### config.mk
export PLATFORM = sky130hd
export DESIGN_NAME = quant_drain_ctrl_flat
export DESIGN_NICKNAME = d
export VERILOG_FILES = /design/src/rtl/quant_ctrl_pkg.sv /design/src/rtl/quant_drain_ctrl_if.sv /design/src/rtl/quant_lane_sat.sv /design/src/rtl/quant_drain_ctrl.sv /design/src/flat_wrapper.sv
export SDC_FILE = /design/constraint.sdc
export NUM_CORES = 2
export LEC_CHECK = 0
export ABC_CLOCK_PERIOD_IN_PS = 12000
export CORE_UTILIZATION = 40
export CTS_CLUSTER_DIAMETER = 40
export DETAILED_ROUTE_END_ITERATION = 12
export PLACE_DENSITY_LB_ADDON = 0.15
export SYNTH_ARGS = -nofsm -noshare
export SYNTH_HDL_FRONTEND = slang
export SYNTH_SLANG_ARGS = --single-unit
### constraint.sdc
create_clock -name clk -period 12 [get_ports clk]
set_clock_uncertainty 0.2 [all_clocks]
set_input_delay 3.6 -clock clk [delete_from_list [all_inputs] [get_ports clk]]
set_output_delay 3.6 -clock clk [all_outputs]
set_load 0.01 [all_outputs]
### src/rtl/quant_ctrl_pkg.sv
// ---------------------------------------------------------------------------
// quant_ctrl_pkg
//   Shared constants and types for the quantizer drain controller.
//   Holds the lane/width geometry, the signed clamp limits derived from the
//   quantized output width, the popcount width used for per-row clip counts,
//   and the controller state encoding.
// ---------------------------------------------------------------------------
package quant_ctrl_pkg;

    localparam int ARRAY_SIZE  = 16;
    localparam int ORI_WIDTH   = 29;
    localparam int OUT_WIDTH   = 16;
    localparam int ADDR_WIDTH  = 10;
    localparam int SHIFT_WIDTH = 5;
    localparam int SAT_WIDTH   = 16;

    // Signed clamp limits of the quantized lane.
    localparam int OUT_MAX = (2 ** (OUT_WIDTH - 1)) - 1;
    localparam int OUT_MIN = -(2 ** (OUT_WIDTH - 1));

    // Enough bits to count every lane of one row as clipped.
    localparam int POP_WIDTH = $clog2(ARRAY_SIZE + 1);

    typedef enum logic [1:0] {
        IDLE = 2'd0,
        RUN  = 2'd1,
        DONE = 2'd2
    } state_t;

endpackage

### src/rtl/quant_drain_ctrl_if.sv
// ---------------------------------------------------------------------------
// quant_drain_ctrl_if
//   Bundles the job-control, array-input and SRAM-write signals of the drain
//   controller.
//   Control : start, cfg_base_addr, cfg_num_rows, cfg_shift -> busy, done, sat_count
//   Input   : in_valid, in_data -> in_ready
//   Write   : wr_en, wr_addr, wr_data -> wr_ready
//   The slave modport is the controller; the master modport is whatever
//   drives it (top-level controller, array and SRAM, or a testbench).
// ---------------------------------------------------------------------------
interface quant_drain_ctrl_if;
    import quant_ctrl_pkg::*;

    logic                             start;
    logic [ADDR_WIDTH-1:0]            cfg_base_addr;
    logic [ADDR_WIDTH-1:0]            cfg_num_rows;
    logic [SHIFT_WIDTH-1:0]           cfg_shift;
    logic                             busy;
    logic                             done;
    logic [SAT_WIDTH-1:0]             sat_count;

    logic                             in_valid;
    logic                             in_ready;
    logic [ARRAY_SIZE*ORI_WIDTH-1:0]  in_data;

    logic                             wr_en;
    logic                             wr_ready;
    logic [ADDR_WIDTH-1:0]            wr_addr;
    logic [ARRAY_SIZE*OUT_WIDTH-1:0]  wr_data;

    modport slave (
        input  start, cfg_base_addr, cfg_num_rows, cfg_shift,
        output busy, done, sat_count,
        input  in_valid, in_data,
        output in_ready,
        output wr_en, wr_addr, wr_data,
        input  wr_ready
    );

    modport master (
        output start, cfg_base_addr, cfg_num_rows, cfg_shift,
        input  busy, done, sat_count,
        output in_valid, in_data,
        input  in_ready,
        input  wr_en, wr_addr, wr_data,
        output wr_ready
    );

endinterface

### src/rtl/quant_lane_sat.sv
// ---------------------------------------------------------------------------
// quant_lane_sat
//   Combinational single-lane quantizer: arithmetic right shift (floor) of a
//   signed accumulator followed by a signed clamp to the output width.
//   i_x       : signed accumulator lane
//   i_shift   : right-shift amount
//   o_y       : quantized lane
//   o_clipped : high when the clamp changed the value
// ---------------------------------------------------------------------------
module quant_lane_sat
    import quant_ctrl_pkg::*;
(
    input  logic signed [ORI_WIDTH-1:0]   i_x,
    input  logic        [SHIFT_WIDTH-1:0] i_shift,
    output logic        [OUT_WIDTH-1:0]   o_y,
    output logic                          o_clipped
);

    localparam logic signed [ORI_WIDTH-1:0] LIM_MAX = ORI_WIDTH'(OUT_MAX);
    localparam logic signed [ORI_WIDTH-1:0] LIM_MIN = ORI_WIDTH'(OUT_MIN);

    logic signed [ORI_WIDTH-1:0] w_shifted;

    // Arithmetic shift keeps the sign, so negative values round toward -inf.
    assign w_shifted = i_x >>> i_shift;

    // Clamp the shifted value into the signed output range; in-range values
    // simply drop their redundant sign bits.
    always_comb begin
        o_y       = w_shifted[OUT_WIDTH-1:0];
        o_clipped = 1'b0;
        if (w_shifted > LIM_MAX) begin
            o_y       = LIM_MAX[OUT_WIDTH-1:0];
            o_clipped = 1'b1;
        end else if (w_shifted < LIM_MIN) begin
            o_y       = LIM_MIN[OUT_WIDTH-1:0];
            o_clipped = 1'b1;
        end
    end

endmodule

### src/rtl/quant_drain_ctrl.sv
// ---------------------------------------------------------------------------
// quant_drain_ctrl
//   Drains systolic-array result rows through per-lane shift-and-saturate
//   quantizers into the output SRAM, one row per cycle when the SRAM keeps up.
//   clk   : clock, all state on the rising edge
//   rst_n : asynchronous active-low reset
//   bus   : slave side of quant_drain_ctrl_if (job control, array input
//           handshake, SRAM write handshake)
//   A single output register stage holds each quantized row until the SRAM
//   accepts it; a new row may be captured in the same cycle the held row is
//   written.
// ---------------------------------------------------------------------------
module quant_drain_ctrl
    import quant_ctrl_pkg::*;
(
    input  logic               clk,
    input  logic               rst_n,
    quant_drain_ctrl_if.slave  bus
);

    state_t                          r_state;
    state_t                          w_next_state;

    logic [ADDR_WIDTH-1:0]           r_base;
    logic [ADDR_WIDTH-1:0]           r_rows_left;
    logic [ADDR_WIDTH-1:0]           r_row_idx;
    logic [SHIFT_WIDTH-1:0]          r_shift;
    logic [SAT_WIDTH-1:0]            r_sat_count;

    logic                            r_wr_en;
    logic [ADDR_WIDTH-1:0]           r_wr_addr;
    logic [ARRAY_SIZE*OUT_WIDTH-1:0] r_wr_data;

    logic                            w_launch;
    logic                            w_in_ready;
    logic                            w_accept;
    logic                            w_wr_fire;
    logic [ARRAY_SIZE-1:0]           w_clipped;
    logic [ARRAY_SIZE*OUT_WIDTH-1:0] w_quant;
    logic [POP_WIDTH-1:0]            w_clip_cnt;
    logic [SAT_WIDTH:0]              w_sat_sum;
    logic [SAT_WIDTH-1:0]            w_sat_next;

    assign w_launch   = (r_state == IDLE) && bus.start;
    assign w_wr_fire  = r_wr_en && bus.wr_ready;
    // The output stage can take a row when it is empty or being emptied now.
    assign w_in_ready = (r_state == RUN) && (r_rows_left != '0) &&
                        (!r_wr_en || bus.wr_ready);
    assign w_accept   = bus.in_valid && w_in_ready;

    generate
        for (genvar g = 0; g < ARRAY_SIZE; g++) begin : g_lane
            quant_lane_sat u_lane (
                .i_x       (bus.in_data[g*ORI_WIDTH +: ORI_WIDTH]),
                .i_shift   (r_shift),
                .o_y       (w_quant[g*OUT_WIDTH +: OUT_WIDTH]),
                .o_clipped (w_clipped[g])
            );
        end
    endgenerate

    // Count clipped lanes of the incoming row and add them to the job total,
    // sticking at all-ones instead of wrapping.
    always_comb begin
        w_clip_cnt = '0;
        for (int i = 0; i < ARRAY_SIZE; i++) begin
            w_clip_cnt = w_clip_cnt + POP_WIDTH'(w_clipped[i]);
        end
        w_sat_sum  = {1'b0, r_sat_count} + (SAT_WIDTH+1)'(w_clip_cnt);
        w_sat_next = w_sat_sum[SAT_WIDTH] ? '1 : w_sat_sum[SAT_WIDTH-1:0];
    end

    // State register.
    always_ff @(posedge clk or negedge rst_n) begin
        if (!rst_n) begin
            r_state <= IDLE;
        end else begin
            r_state <= w_next_state;
        end
    end

    // RUN ends only once every row has been accepted and the output stage
    // is empty or draining this cycle; DONE lasts exactly one cycle.
    always_comb begin
        w_next_state = r_state;
        case (r_state)
            IDLE: begin
                if (bus.start) begin
                    w_next_state = RUN;
                end
            end
            RUN: begin
                if ((r_rows_left == '0) && (!r_wr_en || bus.wr_ready)) begin
                    w_next_state = DONE;
                end
            end
            DONE: begin
                w_next_state = IDLE;
            end
            default: begin
                w_next_state = IDLE;
            end
        endcase
    end

    // Job configuration, row bookkeeping and clip accumulation. A launch
    // snapshots the configuration so later cfg_* changes cannot disturb the
    // running job.
    always_ff @(posedge clk or negedge rst_n) begin
        if (!rst_n) begin
            r_base      <= '0;
            r_rows_left <= '0;
            r_row_idx   <= '0;
            r_shift     <= '0;
            r_sat_count <= '0;
        end else if (w_launch) begin
            r_base      <= bus.cfg_base_addr;
            r_rows_left <= bus.cfg_num_rows;
            r_row_idx   <= '0;
            r_shift     <= bus.cfg_shift;
            r_sat_count <= '0;
        end else if (w_accept) begin
            r_rows_left <= r_rows_left - 1'b1;
            r_row_idx   <= r_row_idx + 1'b1;
            r_sat_count <= w_sat_next;
        end
    end

    // Output register stage. A fresh row overwrites the stage only when it
    // is empty or being written this cycle, so a stalled row never changes.
    // The address adds naturally modulo the SRAM depth.
    always_ff @(posedge clk or negedge rst_n) begin
        if (!rst_n) begin
            r_wr_en   <= 1'b0;
            r_wr_addr <= '0;
            r_wr_data <= '0;
        end else if (w_accept) begin
            r_wr_en   <= 1'b1;
            r_wr_addr <= r_base + r_row_idx;
            r_wr_data <= w_quant;
        end else if (w_wr_fire) begin
            r_wr_en   <= 1'b0;
        end
    end

    assign bus.busy      = (r_state == RUN);
    assign bus.done      = (r_state == DONE);
    assign bus.sat_count = r_sat_count;
    assign bus.in_ready  = w_in_ready;
    assign bus.wr_en     = r_wr_en;
    assign bus.wr_addr   = r_wr_addr;
    assign bus.wr_data   = r_wr_data;

endmodule

### src/flat_wrapper.sv
// flat-port wrapper written by rule: the top's interface ports become plain ports
module quant_drain_ctrl_flat import quant_ctrl_pkg::*;
  (clk, rst_n, bus_start, bus_cfg_base_addr, bus_cfg_num_rows, bus_cfg_shift, bus_busy, bus_done, bus_sat_count, bus_in_valid, bus_in_data, bus_in_ready, bus_wr_en, bus_wr_addr, bus_wr_data, bus_wr_ready);
  quant_drain_ctrl_if bus_i ();
  input  logic clk;
  input  logic rst_n;
  input wire logic [$bits(bus_i.start)-1:0] bus_start;
  input wire logic [$bits(bus_i.cfg_base_addr)-1:0] bus_cfg_base_addr;
  input wire logic [$bits(bus_i.cfg_num_rows)-1:0] bus_cfg_num_rows;
  input wire logic [$bits(bus_i.cfg_shift)-1:0] bus_cfg_shift;
  output wire logic [$bits(bus_i.busy)-1:0] bus_busy;
  output wire logic [$bits(bus_i.done)-1:0] bus_done;
  output wire logic [$bits(bus_i.sat_count)-1:0] bus_sat_count;
  input wire logic [$bits(bus_i.in_valid)-1:0] bus_in_valid;
  input wire logic [$bits(bus_i.in_data)-1:0] bus_in_data;
  output wire logic [$bits(bus_i.in_ready)-1:0] bus_in_ready;
  output wire logic [$bits(bus_i.wr_en)-1:0] bus_wr_en;
  output wire logic [$bits(bus_i.wr_addr)-1:0] bus_wr_addr;
  output wire logic [$bits(bus_i.wr_data)-1:0] bus_wr_data;
  input wire logic [$bits(bus_i.wr_ready)-1:0] bus_wr_ready;
  assign bus_i.start = bus_start;
  assign bus_i.cfg_base_addr = bus_cfg_base_addr;
  assign bus_i.cfg_num_rows = bus_cfg_num_rows;
  assign bus_i.cfg_shift = bus_cfg_shift;
  assign bus_busy = bus_i.busy;
  assign bus_done = bus_i.done;
  assign bus_sat_count = bus_i.sat_count;
  assign bus_i.in_valid = bus_in_valid;
  assign bus_i.in_data = bus_in_data;
  assign bus_in_ready = bus_i.in_ready;
  assign bus_wr_en = bus_i.wr_en;
  assign bus_wr_addr = bus_i.wr_addr;
  assign bus_wr_data = bus_i.wr_data;
  assign bus_i.wr_ready = bus_wr_ready;
  quant_drain_ctrl u_core (.clk(clk), .rst_n(rst_n), .bus(bus_i));
endmodule
# [Word-level counts from Yosys, hierarchy flattened]
# Cells that the tools add are included.
[totals] ff_bits=320 input_bits=494 out_inout_bits=286
[op_classes] add_sub_neg=19 magnitude_cmp=32 n_eq_ne=4 n_shift=16 mux=76 reduce_logical=14
[op_table] cell="16-bit two-way mux" count=35
[op_table] cell="29-bit by 16-bit > comparator with 1-bit output, second input constant" count=16
[op_table] cell="29-bit by 16-bit < comparator with 1-bit output, second input constant" count=16
[op_table] cell="29-bit by 5-bit >>> shifter with 29-bit output" count=16
[op_table] cell="5-bit by 1-bit adder with 5-bit output" count=14
[op_table] cell="10-bit two-way mux" count=4
[op_table] cell="1-bit two-way mux" count=34
[op_table] cell="16-bit by 5-bit adder with 17-bit output" count=1
[op_table] cell="10-bit by 1-bit adder with 10-bit output, second input constant" count=1
[op_table] cell="10-bit adder" count=1
[op_table] cell="10-bit zero test" count=1
[op_table] cell="10-bit nonzero test" count=1
[op_table] cell="10-bit by 1-bit subtractor with 10-bit output, second input constant" count=1
[op_table] cell="1-bit logical AND" count=6
[op_table] cell="2-bit two-way mux" count=2
[op_table] cell="2-bit one-hot mux with 2 select lines" count=1
[op_table] cell="2-bit nonzero test" count=2
[op_table] cell="1-bit by 1-bit adder with 2-bit output" count=1
[op_table] cell="2-bit by 1-bit equality test with 1-bit output, second input constant" count=1
[op_table] cell="2-bit equality test, second input constant" count=1
[op_table] cell="2-bit zero test" count=1
[op_table] cell="2-bit by 1-bit != test with 1-bit output, second input constant" count=1
[op_table] cell="2-bit != test, second input constant" count=1
[op_table] cell="2-bit AND reduction" count=1
[op_table] cell="2 further kinds" count=2

# [Depth between registers and ports, before layout]
[logic_depth] depth_word=23 depth_mapped=35

# [Modules after synthesis]
# Synthesis repeated with hierarchy kept, for this count alone.
[unflattened] cells_unflattened=5751 area_unflattened_um2=46175.5
[by_module_without_submodules] module="quant_lane_sat" instances=16 cells_per_inst=265 area_each_um2=2043.2 seq_area_each_um2=0.0
[by_module_without_submodules] module="quant_drain_ctrl" instances=1 cells_per_inst=1511 area_each_um2=13484.2 seq_area_each_um2=8007.7

# [Worst setup path before layout]
# OpenSTA, ideal clock, no wires.
[synth_path] path_type="input to register" startpoint="in bus_in_data[26]" endpoint="reg u_core.r_sat_count[11], in the netlist u_core.bus.sat_count[11]" setup_ns=0.083 arrival_ns=10.444 required_ns=11.717 path_slack_ns=1.273 cell_stages=26 path_cell_list="mux2_2 > mux2i_2 > inv_1 > mux4_2 > or4_1 > a211oi_2 > a21oi_1 > ha_1 > fa_1 > fa_1 > fa_1 > inv_1 > fa_1 > fa_1 > fa_1 > fa_1 > inv_1 > a21oi_1 > o21bai_1 > a21oi_1 > or3_1 > clkbuf_1 > clkbuf_1 > o21ai_0 > nand2_1 > o21ai_0"
[synth_via] elab_chain_cells=23
[synth_lines] item="start: declaration" line="flat_wrapper.sv:15" rtl="input wire logic [$bits(bus_i.in_data)-1:0] bus_in_data;"
[synth_lines] item="29-bit by 5-bit >>> shifter with 29-bit output *" line="quant_lane_sat.sv:25" rtl="assign w_shifted = i_x >>> i_shift;"
[synth_lines] item="29-bit by 16-bit < comparator with 1-bit output" line="quant_lane_sat.sv:35" rtl="end else if (w_shifted < LIM_MIN) begin"
[synth_lines] item="1-bit two-way mux" line="quant_lane_sat.sv:35"
[synth_lines] item="1-bit two-way mux *" line="quant_lane_sat.sv:32" rtl="if (w_shifted > LIM_MAX) begin"
[synth_lines] item="1-bit by 1-bit adder with 2-bit output *" line="quant_drain_ctrl.sv:67" rtl="w_clip_cnt = w_clip_cnt + POP_WIDTH'(w_clipped[i]);"
[synth_lines] item="5-bit by 1-bit adder with 5-bit output * (14 in a row)" line="quant_drain_ctrl.sv:67"
[synth_lines] item="16-bit by 5-bit adder with 17-bit output *" line="quant_drain_ctrl.sv:69" rtl="w_sat_sum = {1'b0, r_sat_count} + (SAT_WIDTH+1)'(w_clip_cnt);"
[synth_lines] item="16-bit two-way mux *" line="quant_drain_ctrl.sv:70" rtl="w_sat_next = w_sat_sum[SAT_WIDTH] ? '1 : w_sat_sum[SAT_WIDTH-1:0];"
[synth_lines] item="16-bit two-way mux *" line="quant_drain_ctrl.sv:122" rtl="end else if (w_accept) begin"
[synth_lines] item="16-bit two-way mux *" line="quant_drain_ctrl.sv:116" rtl="end else if (w_launch) begin"
[synth_lines] item="end signal: assignment" line="quant_drain_ctrl.sv:125" rtl="r_sat_count <= w_sat_next;"
[synth_lines] item="end: declaration" line="quant_drain_ctrl.sv:28" rtl="logic [SAT_WIDTH-1:0] r_sat_count;"
# Mark *: on every way between the ends. The rest lies on a longest branch, timed or not. The select of a mux whose other input is x is not followed.
# A chain may end at the register's enable or synchronous reset.

# [Worst setup path after layout]
[layout_path] startpoint="in bus_in_data[22]" endpoint="reg u_core.r_sat_count[5], in the netlist u_core.bus.sat_count[5]"
# The elaborated chain is that of the path after synthesis.

==> impl_metrics.env <==
export IMPL_grt_usage=0.349
export IMPL_synth_cells=4595
export IMPL_grt_pass1_vias=39800
export IMPL_drt_total_wl_um=184000
export IMPL_cts_post_setup_buffers_inserted=0
export IMPL_cts_tree="done"
export IMPL_dp_hpwl_um=138000
export IMPL_die_area_um2=102000
export IMPL_synth_commonest_cells="nand2_1 (788), mux2i_1 (412), a21oi_1 (345), o21ai_0 (344), mux4_2 (321)"
export IMPL_start_kind="primary input"
export IMPL_synth_top_cell_area_share=0.199
export IMPL_synth_seq_area_share=0.199
export IMPL_synth_edf_count=0
export IMPL_routedWlPerCell_um=28.5
export IMPL_rsz0062_at_grt="no"
export IMPL_gp_congestion=0.975
export IMPL_ys_top_cells_by_area="dfrtp_1 (20%), mux4_2 (18%), mux2i_1 (10%)"
export IMPL_min_path_cells=2
export IMPL_nFillCells=9381
export IMPL_cp_common_cell="fa_1"
export IMPL_cp_slowest_cell="or4_1"
export IMPL_drive_gt1_frac=0.158
export IMPL_num_rows=116
export IMPL_vdd_drop_max_mv=0.425
export IMPL_ios=780
export IMPL_status="finished, final reports clean"
export IMPL_root_buffer="clkbuf_16"
export IMPL_antenna_found_initial=36
export IMPL_ys_seq_elements=320
export IMPL_cap_violations=0
export IMPL_critPathCaptureType="flip-flop"
export IMPL_hold_buffers=0
export IMPL_numCtsBuffers=72
export IMPL_max_stage_delay_ns=0.56
export IMPL_cts_sinks=320
export IMPL_postSynth_asyncResetShare=1.00
export IMPL_hp_class="flip-flop to flip-flop"
export IMPL_hold_violations=0
export IMPL_worstPathCellList="clkdlybuf4s50_1, mux4_2, mux4_2, or4_1, a211oi_2, a21oi_1, ha_1, fa_1, fa_1, fa_1, inv_1, fa_1, fa_1, fa_1, fa_1, inv_1, a21oi_1, o21bai_1, a21oi_1, or3_1, a211o_1, a21oi_1"
export IMPL_synth_distinct_cells=115
export IMPL_grt_pass1_wl_um=270000
export IMPL_finalCritPeriodShare=0.943
export IMPL_crit_path_max_fanout=9
export IMPL_fin_tns_setup_ns=0
export IMPL_grt_overflow=0
export IMPL_start_util=0.403
export IMPL_portBuffers=779
export IMPL_timing_fmax_mhz=88.4
export IMPL_fin_crit_ns=11.32
export IMPL_grt_max_degree=175
export IMPL_insertion_delay_ns=0.66
export IMPL_drc=0
export IMPL_drtIter0Drc=4549
export IMPL_arrival_ns=11.69
export IMPL_yosys_area_top_type="dfrtp_1"
export IMPL_slew_headroom=0.182
export IMPL_dr_pass1_iters=6
export IMPL_final_nets=5608
export IMPL_finalSetupViolCount=0
export IMPL_core_area_um2=100000
export IMPL_post_cts_resized=0
export IMPL_crit_type="primary input to flip-flop"
export IMPL_syn_avg_cell_area_um2=8.77
export IMPL_route_vias_total=41900
export IMPL_required_ns=12.37
export IMPL_leakagePower_nw=20.3
export IMPL_worst_path_buf_inv=3
export IMPL_area_growth_pct=25.9
export IMPL_postRouteAntennaNets=0
export IMPL_synth_most_common_cell="nand2_1"
export IMPL_slew_viol_final=0
export IMPL_crit_cells=22
export IMPL_die_height_um=319
export IMPL_syn_nets=5122
export IMPL_powerDensity_nw_per_um2=333
export IMPL_path_clk_slew_ns=0.05
export IMPL_clk_path_buf_depth=3
export IMPL_ys_warn_count=0
export IMPL_ys_flop_type="dfrtp_1"
export IMPL_tightest_slew_ns=1.22
export IMPL_cpLargestDelayFamily="adder cells"
export IMPL_synth_area_um2=40300
export IMPL_rr_worst_depth=22
export IMPL_power_w=0.0169
export IMPL_ctsHtreeMaxLevel=3
export IMPL_via_per_inst=6.48
export IMPL_die_w_um=319
cell type report:
type / count / area (µm²) / area share
Timing Repair Buffer: 884 / 8700 / 0.172
Tap cell: 1298 / 1620 / 0.0320
Inverter: 66 / 275 / 0.00542
Multi-Input combinational cell: 3737 / 29400 / 0.579
Clock buffer: 80 / 1880 / 0.0371
Clock inverter: 52 / 818 / 0.0161
Sequential cell: 320 / 8030 / 0.158
Antenna cell: 22 / 55.1 / 0.00108
tightest hold or removal path: cells and delay by family, from the launching register on:
kind / cells / cell delay, ns
DFF: 1 / 0.33
AOI/OAI and AO/OA: 1 / 0.05
and+or+nand+nor: 1 / 0.05
through the flow:
stage | setup WS [ns] | hold WS, ns | std cells | utilization | area [µm²]
after CTS | 0.716 | 0.281 | 6437 | 0.507 | 50700
after floorplan | 1.27 | 0.250 | 4595 | - | 40300
final | 0.684 | 0.274 | 6459 | 0.507 | 50700
after global placement | 0.111 | 0.260 | 6305 | 0.480 | 48000
after global routing | 0.287 | 0.300 | 6457 | 0.507 | 50700
after detailed placement | 0.0449 | 0.270 | 6305 | 0.480 | 48000
report_power, final:
group          switching (W)  leakage [nW]  total, W  internal, W
Sequential          0.000550          3.83   0.00215      0.00160
Clock               0.000768          1.29   0.00221      0.00144
Combinational        0.00713          15.2    0.0125      0.00540
Total                0.00845          20.3    0.0169      0.00844
cells in the final DEF, fill, tap and decap left out, types with 88 or more instances in the layout:
master,synthesis,routed
o21ai_0,344,344
nand2_1,788,787
a21oi_1,345,345
a221o_1,101,101
nand3_1,88,88
mux4_2,321,321
mux2i_1,412,412
nor2_1,269,268
clkdlybuf4s50_1,0,778
dfrtp_1,320,315
buf_4,69,96
mux2_2,178,178
state kept, by name, summed over array words and instances (netlist names):
| name | count |
|---|---|
| u_core.r_shift | 5 |
| u_core.r_rows_left | 10 |
| u_core.r_state | 2 |
| u_core.bus.sat_count | 16 |
| u_core.bus.wr_addr | 10 |
| u_core.bus.wr_data | 256 |
| u_core.r_base | 10 |
| u_core.bus.wr_en | 1 |
| u_core.r_row_idx | 10 |
kinds of logic after synthesis:
kind of cell             count (synthesis)  synth area share
adder cells (fa/ha/maj)                 33            0.0125
AO/OA/AOI/OAI                         1311             0.215
multiplexers                           919             0.336
buffers and inverters                  538            0.0744
XOR/XNOR                                24           0.00521
flip-flops                             320             0.199
AND/OR/NAND/NOR                       1450             0.159
final timing paths:
path	startpoint	to	slack, ns
max reg2reg	u_core.r_shift[0]	u_core.bus.sat_count[5]	2.42
min	u_core.bus.wr_addr[4]	u_core.bus.wr_addr[4]	0.27
max	bus_in_data[22]	u_core.bus.sat_count[5]	0.68
min reg2reg	u_core.bus.wr_addr[4]	u_core.bus.wr_addr[4]	0.27
min in group asynchronous	rst_n	u_core.bus.wr_data[245]	2.71
max in group asynchronous	rst_n	u_core.bus.wr_data[42]	6.56
per-layer routing:
layer / wire length [µm] / vias to the layer above / track usage
li1: - / 18500 / -
met1: 76100 / 20700 / 0.474
met4: 7270 / 22 / 0.137
met5: 153 / - / 0
met3: 17400 / 354 / 0.0757
met2: 83400 / 2368 / 0.541
Note: power is estimated with default switching activity, not from simulation.
